## src/rtl/aoi_sweep_ctrl.sv

```systemverilog
// Self-test sequencer that sweeps all 16 inputs of the AOI unit (e=a&b, f=c&d, g=~(e|f)) and checks its outputs.
// Optional build macro: AOI_SWEEP_STOP_ON_FAIL_EN ends the sweep at the first mismatching vector.
module aoi_sweep_ctrl #(
  parameter int unsigned SETTLE_CYCLES = 2
) (
  input  logic       clk,
  input  logic       rst_n,
  input  logic       start,
  output logic       a_o,
  output logic       b_o,
  output logic       c_o,
  output logic       d_o,
  input  logic       e_i,
  input  logic       f_i,
  input  logic       g_i,
  output logic       busy,
  output logic       done,
  output logic       pass,
  output logic [4:0] err_cnt,
  output logic [3:0] vec_idx,
  output logic       fail_valid,
  output logic [3:0] fail_vec,
  output logic [1:0] state_dbg
);

  typedef enum logic [1:0] {IDLE = 2'd0, SETTLE = 2'd1, CHECK = 2'd2, DONE = 2'd3} state_t;

  localparam logic [3:0] LAST_CNT = 4'(SETTLE_CYCLES - 1);

  state_t     state_q, state_d;
  logic [3:0] cnt_q, cnt_d;
  logic [3:0] vec_q, vec_d;
  logic [4:0] err_q, err_d;
  logic [3:0] fvec_q, fvec_d;
  logic       fv_q, fv_d;
  logic       pass_q, pass_d;

  logic       ref_e, ref_f, ref_g;
  logic       mismatch;
  logic       last_vec;
  logic [4:0] err_next;

  assign ref_e    = vec_q[3] & vec_q[2];
  assign ref_f    = vec_q[1] & vec_q[0];
  assign ref_g    = ~(ref_e | ref_f);
  assign mismatch = ({e_i, f_i, g_i} != {ref_e, ref_f, ref_g});
  assign err_next = err_q + {4'd0, mismatch};

`ifdef AOI_SWEEP_STOP_ON_FAIL_EN
  assign last_vec = (vec_q == 4'hf) || mismatch;
`else
  assign last_vec = (vec_q == 4'hf);
`endif

  always_ff @(posedge clk or negedge rst_n) begin
    if (!rst_n) begin
      state_q <= IDLE;
      cnt_q   <= '0;
      vec_q   <= '0;
      err_q   <= '0;
      fvec_q  <= '0;
      fv_q    <= 1'b0;
      pass_q  <= 1'b0;
    end else begin
      state_q <= state_d;
      cnt_q   <= cnt_d;
      vec_q   <= vec_d;
      err_q   <= err_d;
      fvec_q  <= fvec_d;
      fv_q    <= fv_d;
      pass_q  <= pass_d;
    end
  end

  always_comb begin
    state_d = state_q;
    cnt_d   = cnt_q;
    vec_d   = vec_q;
    err_d   = err_q;
    fvec_d  = fvec_q;
    fv_d    = fv_q;
    pass_d  = pass_q;
    case (state_q)
      IDLE: begin
        if (start) begin
          cnt_d   = '0;
          vec_d   = '0;
          err_d   = '0;
          fvec_d  = '0;
          fv_d    = 1'b0;
          pass_d  = 1'b0;
          state_d = SETTLE;
        end
      end
      SETTLE: begin
        if (cnt_q == LAST_CNT) begin
          state_d = CHECK;
        end else begin
          cnt_d = cnt_q + 4'd1;
        end
      end
      CHECK: begin
        err_d = err_next;
        if (mismatch && !fv_q) begin
          fv_d   = 1'b1;
          fvec_d = vec_q;
        end
        // The vector stays on the pins through DONE/IDLE; only a new SETTLE entry moves it.
        if (last_vec) begin
          pass_d  = (err_next == 5'd0);
          state_d = DONE;
        end else begin
          vec_d   = vec_q + 4'd1;
          cnt_d   = '0;
          state_d = SETTLE;
        end
      end
      DONE: begin
        state_d = IDLE;
      end
      default: begin
        state_d = IDLE;
      end
    endcase
  end

  assign {a_o, b_o, c_o, d_o} = vec_q;
  assign vec_idx    = vec_q;
  assign busy       = (state_q != IDLE);
  assign done       = (state_q == DONE);
  assign pass       = pass_q;
  assign err_cnt    = err_q;
  assign fail_valid = fv_q;
  assign fail_vec   = fvec_q;
  assign state_dbg  = state_q;

endmodule

```

## config.mk

```make
export PLATFORM = sky130hd
export DESIGN_NAME = aoi_sweep_ctrl
export DESIGN_NICKNAME = d
export VERILOG_FILES = /design/src/rtl/aoi_sweep_ctrl.sv
export SDC_FILE = /design/constraint.sdc
export NUM_CORES = 1
export LEC_CHECK = 0
export CAP_MARGIN = 40
export CORE_MARGIN = 1.5
export CORE_UTILIZATION = 52
export DETAILED_ROUTE_END_ITERATION = 16
export GPL_ROUTABILITY_DRIVEN = 0
export PLACE_DENSITY_LB_ADDON = 0.2
export RECOVER_POWER = 50
export SYNTH_ARGS = -nofsm -noshare
export SYNTH_HDL_FRONTEND = slang
export SYNTH_SLANG_ARGS = --single-unit
```

## constraint.sdc

```tcl
create_clock -name clk -period 4.25 [get_ports clk]
set_input_delay 0.425 -clock clk [delete_from_list [all_inputs] [get_ports clk]]
set_output_delay 0.425 -clock clk [all_outputs]
set_load 0.01 [all_outputs]
```

* After elaboration in Yosys (flattened, before gate mapping)
Index checks and enable logic that the tools add are counted.
Storage, ports and cells: memories 0, register bits after elaboration 21, bits of input ports 6, bits in read-only memories 0, output and inout bits 23, RAM bits 0, logic and storage cells 58, bits in latches 0
Operators by class: div/mod/pow operators 0, add/subtract/negate cells 3, shift operators 0, multipliers 0, multiplexer cells 19, $lt $le $gt $ge 0, reductions and logical operators 13, equality and inequality tests 12, bitwise logic cells 4
Operators with widths (count):
- two-way mux 4 bit | 5
- case mux 4 bit (2 select lines) | 2
- inequality test 2 bit (second input constant) | 6
- case mux 4 bit (3 select lines) | 1
- case mux 5 bit (2 select lines) | 1
- AND reduction 3 bit | 3
- adder 4 x 1 -> 4 bit (second input constant) | 2
- case mux 2 bit (4 select lines) | 1
- two-way mux 2 bit | 3
- adder 5 x 1 -> 5 bit | 1
- logical NOT 5 bit | 1
- two-way mux 5 bit | 1
- equality test 2 bit (second input constant) | 2
- equality test 4 x 1 -> 1 bit (second input constant) | 1
- equality test 4 bit (second input constant) | 1
- case mux 1 bit (2 select lines) | 2
- AND reduction 2 bit | 2
- AND reduction 4 bit | 1
- nonzero test 2 bit | 2
- two-way mux 1 bit | 3
- inequality test 3 bit | 1
- nonzero test 3 bit | 1
- bitwise AND 1 bit | 2
- equality test 2 x 1 -> 1 bit (second input constant) | 1
- 5 further kinds | 5

* Longest topological paths before layout
word-level depth 8, gate-level depth with buffers 10, mapped depth without buffers 10

* Worst setup path before layout
Ideal clock, no wire load.
path kind register to register, start point register vec_q[1] (netlist: vec_idx[1]), end point register pass_q (netlist: pass), setup time 76 ps, buffers on the path 0, arrival 2126 ps, data required time 4174 ps, setup slack 2048 ps, cell stages (with the launch flop) 11, clock period less this slack 2202 ps, cell sequence dfrtp_1 ha_1 xor2_1 a2bb2oi_1 o21a_1 ha_1 ha_1 xor2_1 nor4_1 o21ai_0 o21ai_1
Between the ends: cells in the longest elaborated chain, start to end 8
RTL lines:
- start, declared | RTL line 32 | logic [3:0] vec_q, vec_d;
- start signal, assigned | RTL line 67 | vec_q <= vec_d;
- bitwise AND 1 bit | RTL line 44 | assign ref_f = vec_q[1] & vec_q[0];
- OR 1 bit | RTL line 45 | assign ref_g = ~(ref_e | ref_f);
- NOT 1 bit | RTL line 45
- inequality test 3 bit | RTL line 46 | assign mismatch = ({e_i, f_i, g_i} != {ref_e, ref_f, ref_g});
- adder 5 x 1 -> 5 bit | RTL line 47 | assign err_next = err_q + {4'd0, mismatch};
- logical NOT 5 bit | RTL line 110 | pass_d = (err_next == 5'd0);
- two-way mux 1 bit | RTL line 109 | if (last_vec) begin
- case mux 1 bit (2 select lines) | RTL line 83 | case (state_q)
- end signal, assigned | RTL line 71 | pass_q <= pass_d;
- end, declared | RTL line 36 | logic pass_q, pass_d;
Several ways; a longest one is shown, not always the timed one. The select of a mux whose other input is x is not followed. A chain may end at the register's enable or synchronous reset.

* Worst setup path after layout
start point register vec_q[0] (netlist: vec_idx[0]), end point register pass_q (netlist: pass)
The elaborated chain is that of the path after synthesis.

==> impl_results.html <==
<table>
<tr><th>Metric</th><th>Value</th></tr>
<tr><th colspan="2">Outcome</th></tr>
<tr><td>Outcome</td><td>complete, no violations</td></tr>
<tr><th colspan="2">Worst setup path</th></tr>
<tr><td>Peak fanout along the critical path</td><td>7</td></tr>
<tr><td>Critical Path AT</td><td>2690 ps</td></tr>
<tr><td>Delay of the slowest critical-path stage</td><td>460 ps</td></tr>
<tr><td>Worst-path cell with the longest stage delay</td><td>sky130_fd_sc_hd__dfrtp_1</td></tr>
<tr><td>CP Cell Sequence</td><td>ha_1 &gt; xor2_1 &gt; a2bb2oi_1 &gt; o21a_1 &gt; ha_1 &gt; ha_1 &gt; xor2_1 &gt; nor4_1 &gt; o21ai_0 &gt; o21ai_1</td></tr>
<tr><td>Most used cell along the critical path</td><td>sky130_fd_sc_hd__ha_1</td></tr>
<tr><td>R2R depth</td><td>10</td></tr>
<tr><td>WP data required</td><td>4490 ps</td></tr>
<tr><td>Sum of buffers and inverters on the critical path</td><td>0</td></tr>
<tr><td>Category of the critical setup timing path</td><td>register to register</td></tr>
<tr><td>Kind of start point of the critical path</td><td>register</td></tr>
<tr><td>Capturing element type of the critical path</td><td>register</td></tr>
<tr><td>Family of cells with the greatest summed delay on the critical path</td><td>adder cells</td></tr>
<tr><td>Count of cell instances traversed by the critical path</td><td>10</td></tr>
<tr><th colspan="2">Logic synthesis</th></tr>
<tr><td>Mapped Area</td><td>1190 sq um</td></tr>
<tr><td>Flip-flop and latch count after synthesis</td><td>21</td></tr>
<tr><td>Area share of and/or/nand/nor cells after synthesis</td><td>0.217</td></tr>
<tr><td>FFs w/ async S/R, synth</td><td>1.00</td></tr>
<tr><td>Unique cell type count in the Yosys netlist</td><td>34</td></tr>
<tr><td>Synthesized area per cell</td><td>9.28 sq um</td></tr>
<tr><td>Count of flip-flops with a built-in enable after synthesis</td><td>0</td></tr>
<tr><td>Multiplexer share of the synthesized area</td><td>0.0337</td></tr>
<tr><td>Adder-Cell Fraction of Synth Area</td><td>0.0527</td></tr>
<tr><td>Count of mapped cells out of synthesis</td><td>128</td></tr>
<tr><td>Post-synth net total</td><td>139</td></tr>
<tr><td>Yosys warns</td><td>0</td></tr>
<tr><td>Primary FF master, synth</td><td>sky130_fd_sc_hd__dfrtp_1</td></tr>
<tr><td>Area fraction in compound gates after synthesis</td><td>0.163</td></tr>
<tr><td>Share of the yosys chip area belonging to registers</td><td>0.443</td></tr>
<tr><td>Combinational family with the most area after synthesis</td><td>simple AND/OR/NAND/NOR gates</td></tr>
<tr><td>XOR/XNOR share of the synthesized area</td><td>0.0295</td></tr>
<tr><th colspan="2">Global routing</th></tr>
<tr><td>Initial antenna violation count</td><td>0</td></tr>
<tr><td>Met1 Use GR</td><td>0.296</td></tr>
<tr><td>Pin count of the biggest net entering global routing</td><td>14</td></tr>
<tr><td>Via count of the first global-routing pass</td><td>938</td></tr>
<tr><td>Global-route wire length before repair</td><td>4310 microns</td></tr>
<tr><td>GR peak layer</td><td>met2</td></tr>
<tr><td>M2 GR Usage</td><td>0.379</td></tr>
<tr><td>Fraction of met3 tracks used by global routing</td><td>0.0357</td></tr>
<tr><td>Total gr overflow</td><td>0</td></tr>
<tr><td>Global-route total usage across every layer</td><td>0.231</td></tr>
<tr><th colspan="2">Timing</th></tr>
<tr><td>Final period utilization</td><td>0.575</td></tr>
<tr><td>Total negative setup slack</td><td>0 ps</td></tr>
<tr><td>Final worst path period need</td><td>2440 ps</td></tr>
<tr><td>RSZ-0062 raised after global routing</td><td>no</td></tr>
<tr><td>Worst slew slack as a fraction of its limit</td><td>0.520</td></tr>
<tr><td>Transition time at the pin with the least slew margin</td><td>720 ps</td></tr>
<tr><td>Setup slack after layout</td><td>1810 ps</td></tr>
<tr><td>Total of endpoints with negative setup slack in the final report</td><td>0</td></tr>
<tr><td>Max Transition Viols Final</td><td>0</td></tr>
<tr><td>Worst Clk Skew</td><td>7.79 ps</td></tr>
<tr><td>Number of endpoints with negative hold slack in the final report</td><td>0</td></tr>
<tr><td>Maximum achievable frequency</td><td>409 MHz</td></tr>
<tr><th colspan="2">Clock tree</th></tr>
<tr><td>Inserted Clock Buffers</td><td>3</td></tr>
<tr><td>CTS Sinks</td><td>21</td></tr>
<tr><td>CTS Hold Bufs</td><td>0</td></tr>
<tr><td>CTS resizes</td><td>0</td></tr>
<tr><td>Postcts setup bufs</td><td>0</td></tr>
<tr><td>CTS root buf</td><td>sky130_fd_sc_hd__clkbuf_4</td></tr>
<tr><td>Clock tree from TritonCTS</td><td>yes</td></tr>
<tr><td>Register clock-pin slew on the reported worst setup and hold paths</td><td>120 ps</td></tr>
<tr><td>CTS HTree Levels</td><td>1</td></tr>
<tr><td>Skew-Pair Late Insertion Delay</td><td>310 ps</td></tr>
<tr><td>Buffers from clock root to sink, at most</td><td>2</td></tr>
<tr><th colspan="2">Place</th></tr>
<tr><td>Post-place setup slack</td><td>1650 ps</td></tr>
<tr><td>Input/output buffers</td><td>28</td></tr>
<tr><td>Half-perimeter wire length after detailed placement</td><td>1920 microns</td></tr>
<tr><th colspan="2">Floorplan</th></tr>
<tr><td>Top-level I/O count</td><td>29</td></tr>
<tr><td>Num rows</td><td>17</td></tr>
<tr><td>Floorplan die height</td><td>50.8 microns</td></tr>
<tr><td>Core area</td><td>2190 sq um</td></tr>
<tr><td>Initial cell density of the core</td><td>0.542</td></tr>
<tr><td>Die Wd</td><td>50.8 microns</td></tr>
<tr><td>Total Die Area</td><td>2580 sq um</td></tr>
<tr><th colspan="2">Route</th></tr>
<tr><td>Wire length per cell after detailed routing</td><td>14.0 microns</td></tr>
<tr><td>Antenna-violating nets left</td><td>0</td></tr>
<tr><td>Vias per cell</td><td>5.64</td></tr>
<tr><td>Number of design-rule violations left by the first detailed-router iteration</td><td>20</td></tr>
<tr><td>DRC violation count after routing</td><td>0</td></tr>
<tr><td>Final wirelength</td><td>2560 microns</td></tr>
<tr><td>Iteration count of the initial detailed-routing pass</td><td>4</td></tr>
<tr><td>Via Count</td><td>1033</td></tr>
<tr><th colspan="2">Finish</th></tr>
<tr><td>Fill cell instance count of the final layout</td><td>178</td></tr>
<tr><td>Area of combinational cells with multiple inputs</td><td>583 sq um</td></tr>
<tr><td>Signed area change from the synthesized netlist to the final layout</td><td>24.7%</td></tr>
<tr><td>Sequential cell area in the final layout</td><td>526 sq um</td></tr>
<tr><td>Proportion of layout cells with a drive suffix above 1</td><td>0.0516</td></tr>
<tr><td>Inserted Diodes</td><td>0</td></tr>
<tr><td>Total Nets Final</td><td>167</td></tr>
<tr><td>Commonest non-fill, non-tap cell in the layout</td><td>sky130_fd_sc_hd__dfrtp_1</td></tr>
<tr><td>Commonest non-fill, non-tap cells in the layout</td><td>sky130_fd_sc_hd__dfrtp_1, sky130_fd_sc_hd__clkdlybuf4s50_1, sky130_fd_sc_hd__nand2_1</td></tr>
<tr><th colspan="2">Pwr</th></tr>
<tr><td>Leakage power figure</td><td>0.681 nW</td></tr>
<tr><td>Pwr per Cell Area</td><td>492 nW/um^2</td></tr>
<tr><td>Worst voltage drop across the vdd grid</td><td>367 uV</td></tr>
<tr><th colspan="2">Min path</th></tr>
<tr><td>Type of the most critical hold path</td><td>primary input to asynchronous set/reset pin</td></tr>
<tr><th colspan="2">Job</th></tr>
<tr><td>Max-cap viol count</td><td>0</td></tr>
</table>
[final timing paths]
check,start,endpoint,slack [ps]
max,vec_idx[0],pass,1810
min,rst_n,err_cnt[2],480
min reg2reg,fail_valid,fail_valid,530
max reg2reg,vec_idx[0],pass,1810
min in group clk,fail_valid,fail_valid,530
max in group asynchronous,rst_n,fail_vec[1],2780
[per-stage QoR]
step | instance area [sq um] | hold WS, ps | utilization | power (mW) | instances
3_3_place_gp | 1460 | 502 | 0.665 | 0.633 | 178
3_5_place_dp | 1470 | 509 | 0.672 | 0.649 | 179
5_1_grt | 1480 | 493 | 0.676 | 0.786 | 183
2_1_floorplan | 1190 | 129 | - | 0.511 | 128
6_report | 1480 | 477 | 0.676 | 0.728 | 183
4_1_cts | 1500 | 421 | 0.684 | 0.747 | 183
[where the power goes]
part	total, mW	internal, mW	switching [mW]	leakage [nW]
clock	0.0978	0.0367	0.0611	0.0150
sequential	0.305	0.247	0.0583	0.285
combinational	0.325	0.159	0.166	0.382
[area by class of cell]
| class | instances | share of cell area |
|---|---|---|
| Multi-Input combinational cell | 94 | 0.394 |
| Timing Repair Buffer | 29 | 0.192 |
| Inverter | 7 | 0.0178 |
| Sequential cell | 21 | 0.355 |
| Tap cell | 28 | 0.0237 |
| Clock buffer | 4 | 0.0178 |
[flip-flops by register name, indices dropped and copies added, names as in the netlist]
register	cells
cnt_q	4
fail_vec	4
state_dbg	2
pass	1
vec_idx	4
fail_valid	1
err_cnt	5
[metal layers]
metal | share of wire | wire length (microns)
met1 | 0.45 | 1140
met2 | 0.49 | 1250
met3 | 0.044 | 114
met4 | 0.020 | 50
met5 | 0 | 0
[worst register-to-register path, stage by stage, from the launching register on]
cell and delay [ps]:
sky130_fd_sc_hd__dfrtp_1 460, sky130_fd_sc_hd__ha_1 310, sky130_fd_sc_hd__xor2_1 190, sky130_fd_sc_hd__a2bb2oi_1 310
sky130_fd_sc_hd__o21a_1 150, sky130_fd_sc_hd__ha_1 150, sky130_fd_sc_hd__ha_1 280, sky130_fd_sc_hd__xor2_1 100
sky130_fd_sc_hd__nor4_1 150, sky130_fd_sc_hd__o21ai_0 130, sky130_fd_sc_hd__o21ai_1 150
[cell usage after synthesis (2+ instances only)]
master,number,share of area
sky130_fd_sc_hd__a31oi_1,3,0.016
sky130_fd_sc_hd__a21boi_1,2,0.013
sky130_fd_sc_hd__o21ai_1,5,0.021
sky130_fd_sc_hd__mux2i_1,4,0.034
sky130_fd_sc_hd__nand2b_1,2,0.011
sky130_fd_sc_hd__xor2_1,3,0.022
sky130_fd_sc_hd__or3_1,3,0.016
sky130_fd_sc_hd__buf_4,4,0.025
sky130_fd_sc_hd__o21ai_0,14,0.059
sky130_fd_sc_hd__nor2_1,8,0.025
sky130_fd_sc_hd__inv_1,7,0.022
sky130_fd_sc_hd__nand2_1,17,0.054
sky130_fd_sc_hd__ha_1,5,0.053
sky130_fd_sc_hd__a21oi_1,3,0.013
sky130_fd_sc_hd__and2_1,2,0.011
sky130_fd_sc_hd__nand3_1,8,0.034
sky130_fd_sc_hd__dfrtp_1,21,0.44
[cells by family (layout without fill, tap and decap cells)]
logic type      after synthesis  count (layout)
simple gates                 49              49
buf+inv                      13              40
fa+ha+maj                     5               5
flops                        21              21
mux                           4               4
compound gates               32              32
xor+xnor                      4               4
Power figures use the tool's default switching activity.
